File: config.mk
export PLATFORM = sky130hd
export DESIGN_NAME = biu_ctrl
export DESIGN_NICKNAME = d
export VERILOG_FILES = /design/src/rtl/biu_ctrl.sv
export SDC_FILE = /design/constraint.sdc
export NUM_CORES = 1
export LEC_CHECK = 0
export CORE_MARGIN = 1.5
export CORE_UTILIZATION = 42
export DETAILED_ROUTE_END_ITERATION = 8
export GPL_TIMING_DRIVEN = 0
export PLACE_DENSITY = 0.8
export REMOVE_ABC_BUFFERS = 1
export SLEW_MARGIN = 0
export SYNTH_ARGS = -nofsm -noshare
export SYNTH_HDL_FRONTEND = slang
export SYNTH_SLANG_ARGS = --single-unit
File: constraint.sdc
create_clock -name clk -period 2.55 [get_ports clk]
set_clock_uncertainty 0.1 [all_clocks]
set_input_delay 0.3825 -clock clk [delete_from_list [all_inputs] [get_ports clk]]
set_output_delay 0.3825 -clock clk [all_outputs]
set_load 0.05 [all_outputs]
File: src/rtl/biu_ctrl.sv
// Bus interface unit: runs one 16-bit memory transaction per request with an
// ack handshake and a timeout, returning read data on a registered bus.
module biu_ctrl #(
    parameter int unsigned    TIMEOUT  = 15,
    parameter logic [15:0]    ERR_DATA = 16'hFFFF
) (
    input  logic        clk,
    input  logic        reset,
    input  logic        cs,
    input  logic [1:0]  sel,
    input  logic [15:0] addr,
    input  logic [15:0] wdata,
    output logic [15:0] rdata,
    output logic        ready,
    output logic        bus_err,
    output logic [15:0] mem_addr,
    output logic [15:0] mem_wdata,
    output logic        mem_rd,
    output logic        mem_wr,
    input  logic [15:0] mem_rdata,
    input  logic        mem_ack
);

    typedef enum logic [1:0] {
        IDLE = 2'd0,
        WAIT = 2'd1,
        DONE = 2'd2
    } state_t;

    localparam logic [7:0] TO_VAL = 8'(TIMEOUT);

    state_t      state, state_n;
    logic [15:0] rdata_n;
    logic [15:0] mem_addr_n;
    logic [15:0] mem_wdata_n;
    logic        mem_rd_n;
    logic        mem_wr_n;
    logic [7:0]  count, count_n;
    logic [7:0]  count_inc;
    logic        err_flag, err_flag_n;
    logic        is_read, is_read_n;
    logic        accept;

    assign accept    = cs && (sel != 2'b00);
    assign count_inc = (count == 8'hFF) ? count : count + 8'd1;

    always_ff @(posedge clk) begin
        if (reset) begin
            state     <= IDLE;
            rdata     <= 16'h0000;
            mem_addr  <= 16'h0000;
            mem_wdata <= 16'h0000;
            mem_rd    <= 1'b0;
            mem_wr    <= 1'b0;
            count     <= 8'h00;
            err_flag  <= 1'b0;
            is_read   <= 1'b0;
        end else begin
            state     <= state_n;
            rdata     <= rdata_n;
            mem_addr  <= mem_addr_n;
            mem_wdata <= mem_wdata_n;
            mem_rd    <= mem_rd_n;
            mem_wr    <= mem_wr_n;
            count     <= count_n;
            err_flag  <= err_flag_n;
            is_read   <= is_read_n;
        end
    end

    // DONE accepts a new request just like IDLE so fetch pairs run back-to-back.
    always_comb begin
        state_n     = state;
        rdata_n     = rdata;
        mem_addr_n  = mem_addr;
        mem_wdata_n = mem_wdata;
        mem_rd_n    = mem_rd;
        mem_wr_n    = mem_wr;
        count_n     = count;
        err_flag_n  = err_flag;
        is_read_n   = is_read;

        case (state)
            IDLE, DONE: begin
                err_flag_n = 1'b0;
                if (accept) begin
                    mem_addr_n = addr;
                    if (sel == 2'b10) begin
                        mem_wdata_n = wdata;
                    end
                    is_read_n = sel[0];
                    mem_rd_n  = sel[0];
                    mem_wr_n  = (sel == 2'b10);
                    count_n   = 8'h00;
                    state_n   = WAIT;
                end else begin
                    state_n = IDLE;
                end
            end

            // An ack on the last allowed edge still counts as a normal completion.
            WAIT: begin
                if (mem_ack) begin
                    if (is_read) begin
                        rdata_n = mem_rdata;
                    end
                    mem_rd_n = 1'b0;
                    mem_wr_n = 1'b0;
                    state_n  = DONE;
                end else if (count_inc >= TO_VAL) begin
                    if (is_read) begin
                        rdata_n = ERR_DATA;
                    end
                    mem_rd_n   = 1'b0;
                    mem_wr_n   = 1'b0;
                    err_flag_n = 1'b1;
                    count_n    = count_inc;
                    state_n    = DONE;
                end else begin
                    count_n = count_inc;
                end
            end

            default: begin
                mem_rd_n = 1'b0;
                mem_wr_n = 1'b0;
                state_n  = IDLE;
            end
        endcase
    end

    assign ready   = (state != WAIT);
    assign bus_err = (state == DONE) && err_flag;

endmodule

After elaboration in Yosys (flattened, before gate mapping) --
Cells that the tools add are included.
Cells by class: add/subtract/negate cells 1, magnitude comparators 1, equal/unequal tests 9, mux-type cells 21, reduce and logical (&&, ||, !) cells 13
Operators with widths (number):
- $mux W16 | 4
- $mux W8 | 3
- $pmux W8 S2 | 1
- $reduce_and A3 Y1 | 4
- $add A8 B1 Y8 const B | 1
- $eq A8 B8 Y1 const B | 1
- $ge A8 B4 Y1 const B | 1
- $mux W1 | 7
- $ne A2 B2 Y1 const B | 3
- $pmux W1 S2 | 3
- $reduce_bool A2 Y1 | 3
- $eq A2 B2 Y1 const B | 2
- $mux W2 | 2
- $pmux W2 S2 | 1
- $reduce_and A2 Y1 | 2
- $ne A3 B3 Y1 const B | 1
- $eq A2 B1 Y1 const B | 1
- $logic_and A1 B1 Y1 | 2
- $logic_not A2 Y1 | 1
- $ne A2 B1 Y1 const B | 1
- $reduce_or A2 Y1 | 1
Storage, ports and cells: bits in registers 62, output and inout bits 52

Logic depth before layout (Yosys ltp) --
word-level depth 6, gate-level depth with buffers 7

Worst setup path before layout --
OpenSTA, ideal clock, no wires.
path type register to register, start register state[1], end register mem_wr, setup time 0.088 ns, arrival time 1.917 ns, required time 2.362 ns, slack 0.445 ns, cell stages (with the launch flop) 5, buffers on the path 0, clock period less this slack 2.105 ns, cells stage by stage dfxtp_1 nand2b_1 nor2_1 or4b_4 a311oi_2
Between the ends: longest elaborated chain between the ends 4
RTL lines:
- start, declared | RTL line 32 | state_t state, state_n;
- start signal, assigned | RTL line 59 | state <= state_n;
- $eq A2 B2 Y1 / $logic_not A2 Y1 (equally long branches) | RTL line 83 | case (state)
- $reduce_or A2 Y1 | RTL line 83
- $ne A2 B2 Y1 (no line)
- $reduce_and A2 Y1 (no line)
- end signal, assigned | RTL line 64 | mem_wr <= mem_wr_n;
- end, declared | RTL line 19 | output logic mem_wr,
Parallel ways exist; a longest one is shown, timed or not. A chain may end at the register's enable or synchronous reset.

Final worst setup path --
start register count[0], end register rdata[3]
Between the ends: longest elaborated chain between the ends 5
RTL lines:
- start, declared | RTL line 38 | logic [7:0] count, count_n;
- start signal, assigned | RTL line 65 | count <= count_n;
- $add A8 B1 Y8 / $eq A8 B8 Y1 (equally long branches) | RTL line 45 | assign count_inc = (count == 8'hFF) ? count : count + 8'd1;
- $mux W8 * | RTL line 45
- $ge A8 B4 Y1 * | RTL line 110 | end else if (count_inc >= TO_VAL) begin
- $reduce_bool A2 Y1 (no line) *
- $reduce_and A3 Y1 (no line) *
- end signal, assigned | RTL line 60 | rdata <= rdata_n;
- end, declared | RTL line 13 | output logic [15:0] rdata,
Every way passes the cells marked *; elsewhere a longest branch is shown, timed or not.

==> reports/results.ini <==
[yosys]
yosysSeqAreaShare_pct = 50.5
synth_warnings = 0
synth_cells = 302
yosys_register_bits = 62
syn-cell-area_mm2 = 0.00246
yosys.area.top_type = dfxtp_1
async_reset_ff_share_pct = 0
synth_common_cells = nand2_1, dfxtp_1, a21oi_1
ys_top_cells_by_area = dfxtp_1, nand2_1, a21oi_1
synth_edf_count = 0
avgSynthCellArea_um2 = 8.14
ys_types = 36
yosysTopAreaCellShare_pct = 50.5
yosysMostFrequentCell = nand2_1
yosys_most_used_dff = dfxtp_1

[timing]
hold_viol = 0
relSlewSlack_pct = 43.2
max_freq_ghz = 0.428
fin_crit_sh_pct = 91.7
setup_slack_ns = 0.213
setup_violations = 0
grt_setup_unrepaired = false
worst_pin_slew_ns = 0.849
fin_crit_ns = 2.34
slew_viol_final = 0

[setup_path]
arrival_ns = 2.41
path_class = register to register
required_ns = 2.62
endpoint_kind = register
worstPathMaxFanout = 16
worstSetupStartpointType = register

[global_routing]
overflow = 0
grt_pass1_wl_mm = 10.3
grt_pass1_vias = 2365
grt_antenna_before_repair = 0
grt.total_usage_pct = 20.6
grt_max_degree = 32

[power_and_ir_drop]
p_per_area_mw_per_mm2 = 606
p_int_mw = 1.70
leakage_nw = 1.34
p_sw_mw = 0.586
power_frac_seq_pct = 44.5
total_power_mw = 2.28
combPwrFrac_pct = 15.2
p_sw_share_pct = 25.6
ir_drop_v = 0.000351
clkPwrFrac_pct = 40.2

[clock_network]
clk_path_buf_depth = 2
cts-root-buf = clkbuf_8
cts_hold_buf = 0
cts_max_level = 3
clock-sinks = 62
cts_buffers = 9
worstSkewPairLatency_ns = 0.33
clkTransAtPathRegs_ns = 0.07
cts_tree = yes
ctsResizeCount = 0
post_cts_buffers = 0

[detailed_routing]
drt_iter0_drc = 53
wl_per_cell_um = 13.0
wirelength_mm = 6.26
vias = 2385
dr.pass1.iters = 4
viasPerCell = 4.97
ant_nets = 0
remaining_drc_errors = 0

[die]
start_util_pct = 44.1
die_h_um = 79.5
core_area_mm2 = 0.00557
core.rowCount = 27
die_area_mm2 = 0.00632
ios = 106
fp.dieW_um = 79.5

[layout]
fin_cells = 480
design_area_mm2 = 0.00377
fill_cells = 465
syn2layout_area_growth_pct = 53.3
diodes = 0
nNetsFinal = 458
drive_gt1_share_pct = 6.37

[place]
dp.cells = 464
numPortBuffers = 105
placed_area_mm2 = 0.00355
dp_slack_ns = -0.0363
hpwl_mm = 4.42
gp_congestion = 0.805

[run]
cap_violations = 0

[run_status]
status = completed

[min_path]
hold_class = register to register

-- kinds of logic after synthesis --
kind of cell    synth area share (%)
simple gates                    22.3
fa+ha+maj                      0.509
compound gates                  18.6
buf+inv                         5.65
mux                             2.44
flops                           50.5
-- final timing paths --
kind,from,to,slack [ns],cells past startpoint
worst min-delay path,mem_addr[1],mem_addr[1],0.35,2
worst max register to register,count[0],rdata[3],0.21,6
worst max-delay path,count[0],rdata[3],0.21,6
worst min register to register,mem_addr[1],mem_addr[1],0.35,2
-- final cells by class --
type / count / area [um^2] / share of cell area [%]
flip-flops and latches: 62 / 1240 / 32.9
multi-input cells: 204 / 1080 / 28.7
repair buffers: 106 / 1070 / 28.3
clock buffers: 10 / 128 / 3.39
well taps: 72 / 90.1 / 2.39
clock inverters: 6 / 86.3 / 2.29
inverters: 20 / 75.1 / 1.99
-- registers in the layout, summed over array words and instances (netlist names) --
| register | flops |
|---|---|
| is_read | 1 |
| mem_wr | 1 |
| err_flag | 1 |
| mem_rd | 1 |
| rdata | 16 |
| mem_wdata | 16 |
| state | 2 |
| count | 8 |
| mem_addr | 16 |
-- per-layer routing --
metal	GRT usage, %	wire length (um)	vias to the layer above	share of wire [%]
li1	-	-	1214	-
met1	23.4	2750	1067	44
met2	35.0	2880	95	46
met3	6.63	545	9	8.7
met4	9.47	85	0	1.4
met5	0	0	-	0
-- metrics by stage --
stage	hold slack, ns	util [%]	TNS [ns]
6_report	0.352	67.6	0
2_1_floorplan	0.330	-	0
5_1_grt	0.375	67.6	0
3_5_place_dp	0.343	63.7	-0.0363
3_3_place_gp	0.338	63.4	-14.87
4_1_cts	0.355	67.5	0
-- power by group through the flow --
| stage | Sequential, mW | Clock (mW) | Combinational [mW] |
|---|---|---|---|
| 6_report | 1.02 | 0.919 | 0.348 |
| 5_1_grt | 1.02 | 0.985 | 0.371 |
| 4_1_cts | 1.02 | 0.942 | 0.349 |
| 3_5_place_dp | 1.04 | 0 | 0.347 |
| 3_3_place_gp | 1.04 | 0 | 0.343 |
| 2_1_floorplan | 1.14 | 0 | 0.0722 |
-- worst max-delay path, stage by stage (launching register included) --
cell	delay, ns
dfxtp_1	0.36
ha_1	0.28
nand2_1	0.12
and3_1	0.16
mux2i_1	0.14
o41ai_4	0.83
a211oi_1	0.19
-- layout by cell type, fill, tap and decap left out, drive strengths merged, types with 3 or more instances in the layout --
| cell type | n |
|---|---|
| clkdlybuf4s50 | 104 |
| nand2 | 73 |
| dfxtp | 62 |
| a21oi | 38 |
| nor2 | 29 |
| inv | 20 |
| a211oi | 17 |
| clkbuf | 10 |
| o21ai | 7 |
| mux2i | 6 |
| nor3 | 6 |
| nand3 | 3 |
| clkinv | 3 |
Power figures use the tool's default switching activity.
